### config.mk
export PLATFORM = sky130hd
export DESIGN_NAME = instr_fetch_unit
export DESIGN_NICKNAME = d
export VERILOG_FILES = /design/src/rtl/instr_fetch_unit.sv
export SDC_FILE = /design/constraint.sdc
export NUM_CORES = 1
export LEC_CHECK = 0
export ABC_AREA = 1
export CAP_MARGIN = 30
export CORE_ASPECT_RATIO = 0.6
export CORE_MARGIN = 5
export CORE_UTILIZATION = 40
export CTS_BUF_LIST = sky130_fd_sc_hd__clkbuf_4
export DETAILED_ROUTE_END_ITERATION = 10
export GPL_ROUTABILITY_DRIVEN = 1
export PLACE_DENSITY = 0.59
export SYNTH_ARGS = -nofsm -noshare
export SYNTH_HDL_FRONTEND = slang
export SYNTH_SLANG_ARGS = --single-unit
### constraint.sdc
create_clock -name i_clk -period 2.85 [get_ports i_clk]
set_input_delay 0.855 -clock i_clk [delete_from_list [all_inputs] [get_ports i_clk]]
set_output_delay 0.855 -clock i_clk [all_outputs]
set_load 0.005 [all_outputs]
### src/rtl/instr_fetch_unit.sv
`default_nettype none
// ============================================================================
// Module      : instr_fetch_unit
// Description : Fetch stage: PC, in-order req/gnt/rvalid memory reads, buffered
//               instruction FIFO with PC tags, redirect flush with discard count.
//               Optional macro FETCH_ILLEGAL_CHECK_EN adds o_Instr_Illegal.
// Revision    : 1.0 - initial release
// ============================================================================
module instr_fetch_unit #(
    parameter int unsigned          WORD_SIZE  = 32,
    parameter logic [WORD_SIZE-1:0] RESET_PC   = 32'h0000_0000,
    parameter int unsigned          FIFO_DEPTH = 2
) (
    input  logic                 i_clk,
    input  logic                 i_rst_n,
    output logic                 o_IMem_Req,
    output logic [WORD_SIZE-1:0] o_IMem_Addr,
    input  logic                 i_IMem_Gnt,
    input  logic                 i_IMem_RValid,
    input  logic [WORD_SIZE-1:0] i_IMem_RData,
    input  logic                 i_Redirect,
    input  logic [WORD_SIZE-1:0] i_Redirect_PC,
    output logic                 o_Instr_Valid,
    output logic [WORD_SIZE-1:0] o_Instruction,
    output logic [WORD_SIZE-1:0] o_Instr_PC,
`ifdef FETCH_ILLEGAL_CHECK_EN
    output logic                 o_Instr_Illegal,
`endif
    input  logic                 i_Decode_Ready
);

    localparam int unsigned          c_ptr_w    = $clog2(FIFO_DEPTH);
    localparam int unsigned          c_cnt_w    = c_ptr_w + 1;
    localparam int unsigned          c_sum_w    = c_cnt_w + 1;
    localparam logic [c_cnt_w:0]     c_depth    = c_sum_w'(FIFO_DEPTH);
    localparam logic [WORD_SIZE-1:0] c_pc_step  = WORD_SIZE'(4);
    localparam logic [WORD_SIZE-1:0] c_low_mask = WORD_SIZE'(3);
    localparam logic [WORD_SIZE-1:0] c_reset_pc = RESET_PC & ~c_low_mask;

    typedef enum logic [1:0] {
        ST_BOOT  = 2'd0,
        ST_RUN   = 2'd1,
        ST_FLUSH = 2'd2
    } state_t;

    state_t               r_state_q,  w_state_d;
    logic [WORD_SIZE-1:0] r_pc_q,     w_pc_d;
    logic [c_cnt_w-1:0]   r_out_q,    w_out_d;
    logic [c_cnt_w-1:0]   r_disc_q,   w_disc_d;
    logic [c_cnt_w-1:0]   r_cnt_q,    w_cnt_d;
    logic [c_ptr_w-1:0]   r_rd_ptr_q, w_rd_ptr_d;
    logic [c_ptr_w-1:0]   r_wr_ptr_q, w_wr_ptr_d;
    logic [c_ptr_w-1:0]   r_tag_rd_q, w_tag_rd_d;
    logic [c_ptr_w-1:0]   r_tag_wr_q, w_tag_wr_d;

    logic                 w_run;
    logic [c_cnt_w:0]     w_credit;
    logic                 w_req;
    logic                 w_fire;
    logic                 w_pop;
    logic                 w_drop;
    logic                 w_push;
    logic [WORD_SIZE-1:0] w_tag_head;
    logic [WORD_SIZE-1:0] w_redirect_pc;

    logic [WORD_SIZE-1:0] w_instr_arr [FIFO_DEPTH];
    logic [WORD_SIZE-1:0] w_ipc_arr   [FIFO_DEPTH];
    logic [WORD_SIZE-1:0] w_tag_arr   [FIFO_DEPTH];
`ifdef FETCH_ILLEGAL_CHECK_EN
    logic                 w_ill_arr   [FIFO_DEPTH];
`endif

    always_comb begin
        w_run         = (r_state_q != ST_BOOT);
        // Buffered plus in-flight words never exceed the FIFO, so a push cannot overflow.
        w_credit      = {1'b0, r_cnt_q} + {1'b0, r_out_q};
        w_req         = w_run && (w_credit < c_depth) && !i_Redirect;
        w_fire        = w_req && i_IMem_Gnt;
        w_pop         = (r_cnt_q != '0) && i_Decode_Ready;
        w_drop        = i_IMem_RValid && (i_Redirect || (r_disc_q != '0));
        w_push        = i_IMem_RValid && !w_drop;
        w_tag_head    = w_tag_arr[r_tag_rd_q];
        w_redirect_pc = i_Redirect_PC & ~c_low_mask;

        w_out_d    = r_out_q + c_cnt_w'(w_fire) - c_cnt_w'(i_IMem_RValid);
        w_tag_wr_d = w_fire        ? (r_tag_wr_q + c_ptr_w'(1)) : r_tag_wr_q;
        w_tag_rd_d = i_IMem_RValid ? (r_tag_rd_q + c_ptr_w'(1)) : r_tag_rd_q;

        w_pc_d     = r_pc_q;
        w_disc_d   = r_disc_q;
        w_cnt_d    = r_cnt_q;
        w_rd_ptr_d = r_rd_ptr_q;
        w_wr_ptr_d = r_wr_ptr_q;

        if (i_Redirect) begin
            // Every read still in flight after this edge belongs to the old stream.
            w_pc_d     = w_redirect_pc;
            w_disc_d   = w_out_d;
            w_cnt_d    = '0;
            w_rd_ptr_d = r_wr_ptr_q;
        end else begin
            if (w_fire) begin
                w_pc_d = r_pc_q + c_pc_step;
            end
            if (i_IMem_RValid && (r_disc_q != '0)) begin
                w_disc_d = r_disc_q - c_cnt_w'(1);
            end
            w_cnt_d = r_cnt_q + c_cnt_w'(w_push) - c_cnt_w'(w_pop);
            if (w_push) begin
                w_wr_ptr_d = r_wr_ptr_q + c_ptr_w'(1);
            end
            if (w_pop) begin
                w_rd_ptr_d = r_rd_ptr_q + c_ptr_w'(1);
            end
        end

        case (r_state_q)
            ST_BOOT: w_state_d = ST_RUN;
            default: w_state_d = (w_disc_d != '0) ? ST_FLUSH : ST_RUN;
        endcase
    end

    always_ff @(posedge i_clk or negedge i_rst_n) begin
        if (!i_rst_n) begin
            r_state_q  <= ST_BOOT;
            r_pc_q     <= c_reset_pc;
            r_out_q    <= '0;
            r_disc_q   <= '0;
            r_cnt_q    <= '0;
            r_rd_ptr_q <= '0;
            r_wr_ptr_q <= '0;
            r_tag_rd_q <= '0;
            r_tag_wr_q <= '0;
        end else begin
            r_state_q  <= w_state_d;
            r_pc_q     <= w_pc_d;
            r_out_q    <= w_out_d;
            r_disc_q   <= w_disc_d;
            r_cnt_q    <= w_cnt_d;
            r_rd_ptr_q <= w_rd_ptr_d;
            r_wr_ptr_q <= w_wr_ptr_d;
            r_tag_rd_q <= w_tag_rd_d;
            r_tag_wr_q <= w_tag_wr_d;
        end
    end

    // Instruction entries and request PC tags share the same depth.
    for (genvar e = 0; e < FIFO_DEPTH; e++) begin : g_entry
        logic [WORD_SIZE-1:0] r_instr_q;
        logic [WORD_SIZE-1:0] r_ipc_q;
        logic [WORD_SIZE-1:0] r_tag_q;

        always_ff @(posedge i_clk or negedge i_rst_n) begin
            if (!i_rst_n) begin
                r_instr_q <= '0;
                r_ipc_q   <= '0;
                r_tag_q   <= '0;
            end else begin
                if (w_push && (r_wr_ptr_q == c_ptr_w'(e))) begin
                    r_instr_q <= i_IMem_RData;
                    r_ipc_q   <= w_tag_head;
                end
                if (w_fire && (r_tag_wr_q == c_ptr_w'(e))) begin
                    r_tag_q <= r_pc_q;
                end
            end
        end

        assign w_instr_arr[e] = r_instr_q;
        assign w_ipc_arr[e]   = r_ipc_q;
        assign w_tag_arr[e]   = r_tag_q;

`ifdef FETCH_ILLEGAL_CHECK_EN
        logic r_ill_q;

        always_ff @(posedge i_clk or negedge i_rst_n) begin
            if (!i_rst_n) begin
                r_ill_q <= 1'b0;
            end else if (w_push && (r_wr_ptr_q == c_ptr_w'(e))) begin
                r_ill_q <= (i_IMem_RData[1:0] != 2'b11);
            end
        end

        assign w_ill_arr[e] = r_ill_q;
`endif
    end

    assign o_IMem_Req    = w_req;
    assign o_IMem_Addr   = r_pc_q;
    assign o_Instr_Valid = (r_cnt_q != '0);
    assign o_Instruction = w_instr_arr[r_rd_ptr_q];
    assign o_Instr_PC    = w_ipc_arr[r_rd_ptr_q];
`ifdef FETCH_ILLEGAL_CHECK_EN
    assign o_Instr_Illegal = w_ill_arr[r_rd_ptr_q];
`endif

    a_rvalid_needs_outstanding : assert property (
        @(posedge i_clk) disable iff (!i_rst_n) i_IMem_RValid |-> (r_out_q != '0)
    );

endmodule
`default_nettype wire

==> reports/metrics.cfg <==
[worst_setup_path]
cp_cell_sequence = nand2_1, inv_2, fa_1, nor2_2, nand2_1, nor2_1, buf_2
r2r_cells = 13
crit_fanout = 2
crit_top_cell = nand2_1
cpPeakStageDelay_ns = 0.48
cp.required_ns = 2.00
worstSetupStartpointType = register
cp.arrival_ns = 2.08
end_kind = output pin
crit_path_top_delay_cell = fa_1
path_class = reg -> out
r2r-start = r_cnt_q[0]$_DFF_PN0_
r2r_slack_ns = 0.36
reg2reg_to = r_state_q[1]$_DFF_PN0_

[global_route]
grt_overflow = 0
grt_pass1_vias = 9079
antenna_found_initial = 1
track_usage = 0.204
grt_pass1_wl_mm = 49.8
grt_max_degree = 67

[sta]
max_slew_margin = 0.598
hold-worst-slack_ns = 0.0993
setup_slack_ns = -0.0896
final_hold_viol_count = 0
slew_viol_final = 0
post-route-min-period_ns = 2.94
worst_slew_pin_slew_ns = 0.603
skew_ns = 0.0343
fmax_mhz = 340
fin_crit_sh = 1.03
setup_viol = 12
grt_setup_unrepaired = yes

[route]
ant_nets = 0
drc = 0
drt_iter0_drc = 707
drtPass1Iterations = 5
routed_wl_mm = 31.6
detail_route.wl_per_cell_um = 16.3
via_count = 9315
via_per_inst = 4.79

[power_and_ir_drop]
powerDensity_nw_per_um2 = 1040
ir_drop_mv = 0.454
p_leak_uw = 0.00714

[finish]
layout_commonest_cell = nand2_1
area_delta_synth_final_pct = 32.2
mostFrequentLayoutCells = nand2_1, dfrtp_1, inv_1, clkdlybuf4s50_1, clkbuf_4
layout-drive-gt1-share = 0.241
finalInstanceArea_um2 = 14300
nets = 1613

[floorplan]
start_util = 0.408
dieArea_um2 = 30600
fp.dieH_um = 137
die_w_um = 222
fp.coreArea_um2 = 26500
rows = 46
io_pins = 168

[clocking]
cts_tree = yes
insertion_delay_ns = 0.71
clock-sinks = 226
htreeDepth = 2
cts_buffers = 55
cts_root_buffer = clkbuf_4
clock_path_buffers = 3
clk_pin_slew_ns = 0.07

[status]
failed_checks = setup timing
status = finished, violations left

[place]
portBuffers = 161
postPlaceCellArea_um2 = 12900
hpwl_mm = 20.4
place_congestion = 0.904

[logic_synthesis]
synthCells = 1324
synth_ff_type = dfrtp_1
ys_ff_latch = 226
synthArstFlopShare = 1.00
avgSynthCellArea_um2 = 8.18
ys_seq_area_frac = 0.522
synth_edf_count = 0
synth_area_um2 = 10800
ys_types = 36
yosys_warnings = 0

[job]
cap_violations = 0

[worst_hold_path]
holdCritPathClass = in -> async

-- how the worst max path moves through the flow --
stage	startpoint	to	slack (ns)	cells after the start
after floorplan	r_cnt_q[0]$_DFF_PN0_	r_state_q[1]$_DFF_PN0_	0.57	12
after global placement	i_Redirect	o_IMem_Req	0.1	3
after detailed placement	i_Redirect	r_state_q[1]$_DFF_PN0_	0.08	11
after CTS	r_out_q[0]$_DFF_PN0_	o_IMem_Req	-0.20	7
after global routing	r_out_q[0]$_DFF_PN0_	o_IMem_Req	-0.29	7
final	r_cnt_q[0]$_DFF_PN0_	o_IMem_Req	-0.09	7
-- metrics by stage --
| stage | util | total power, µW | TNS [ns] | instances | setup WS, ns |
|---|---|---|---|---|---|
| final | 0.539 | 14800 | -0.200 | 1944 | -0.0896 |
| after floorplan | - | 8430 | 0 | 1327 | 0.566 |
| after detailed placement | 0.485 | 11100 | 0 | 1808 | 0.0849 |
| after CTS | 0.529 | 14500 | -4.03 | 1943 | -0.205 |
| after global routing | 0.539 | 16000 | -3.81 | 1944 | -0.292 |
| after global placement | 0.485 | 11000 | 0 | 1808 | 0.0988 |
-- synthesized netlist by cell type (2+ instances only) --
master,instances,area [µm²]
a21oi_1,14,70.1
and2_1,2,12.5
buf_1,3,11.3
buf_2,24,120
buf_4,8,60.1
buf_6,9,101
clkbuf_1,26,97.6
dfrtp_1,226,5660
ha_1,6,75.1
inv_1,120,450
inv_2,2,7.51
mux2_2,30,338
nand2_1,511,1920
nand2_2,8,50.1
nand3_1,52,260
nand4_1,3,18.8
nor2_1,55,206
nor2_2,4,25.0
nor2_4,2,22.5
o211ai_1,8,60.1
o21ai_0,94,470
o21ai_1,66,330
o21ai_2,30,263
xnor2_1,3,26.3
xor2_1,7,61.3
-- where the power goes --
group	total, µW	leakage [µW]	switching [µW]	internal (µW)
Clock	2740	0.000424	1380	1360
Sequential	5470	0.00287	926	4540
Combinational	6640	0.00384	3450	3190
-- flip-flops by register name, summed over array words and instances (netlist names), 2 cells and up --
register,count
r_cnt_q,2
r_out_q,2
g_entry.r_instr_q,64
g_entry.r_tag_q,60
o_IMem_Addr,30
g_entry.r_ipc_q,60
r_disc_q,2
r_state_q,2
-- layout make-up --
class | count | area (µm²)
diodes | 1 | 2.50
clock buffers | 84 | 631
clock inverters | 20 | 90.1
fillers | 2576 | 12200
inverters | 123 | 470
multi-input cells | 908 | 4710
flip-flops and latches | 226 | 5660
well taps | 360 | 450
repair buffers | 222 | 2290
-- kinds of logic (layout without fill, tap and decap cells) --
family / after synthesis / after routing / synth area share
and+or+nand+nor: 642 / 642 / 0.238
other: 1 / 5 / 0.000346
DFF: 226 / 226 / 0.522
muxes: 30 / 30 / 0.0312
xor gates and xnor gates: 10 / 10 / 0.00809
adders and majority gates: 7 / 7 / 0.00879
buffers and inverters: 193 / 449 / 0.0792
AOI/OAI and AO/OA: 215 / 215 / 0.112
-- repair_timing --
action / in CTS / in global routing
buffers inserted: 24 / 5
pin swaps: 25 / 17
hold buffers: 0 / 0
endpoints found under the setup margin: 63 / 62
gates cloned: 7 / 3
resized for setup: 364 / 83
-- layer usage --
layer	GRT usage	wire, µm
met3	0.0528	2100
met5	0	0
met1	0.315	16200
met2	0.287	13000
met4	0.0479	330
-- critical path: cells and delay by family (launching register included) --
| kind | cells | cell delay (ns) |
|---|---|---|
| fa+ha+maj | 1 | 0.48 |
| buf+inv | 2 | 0.15 |
| flops | 1 | 0.38 |
| simple gates | 4 | 0.37 |
No activity file was read; power rests on OpenSTA's default activity.
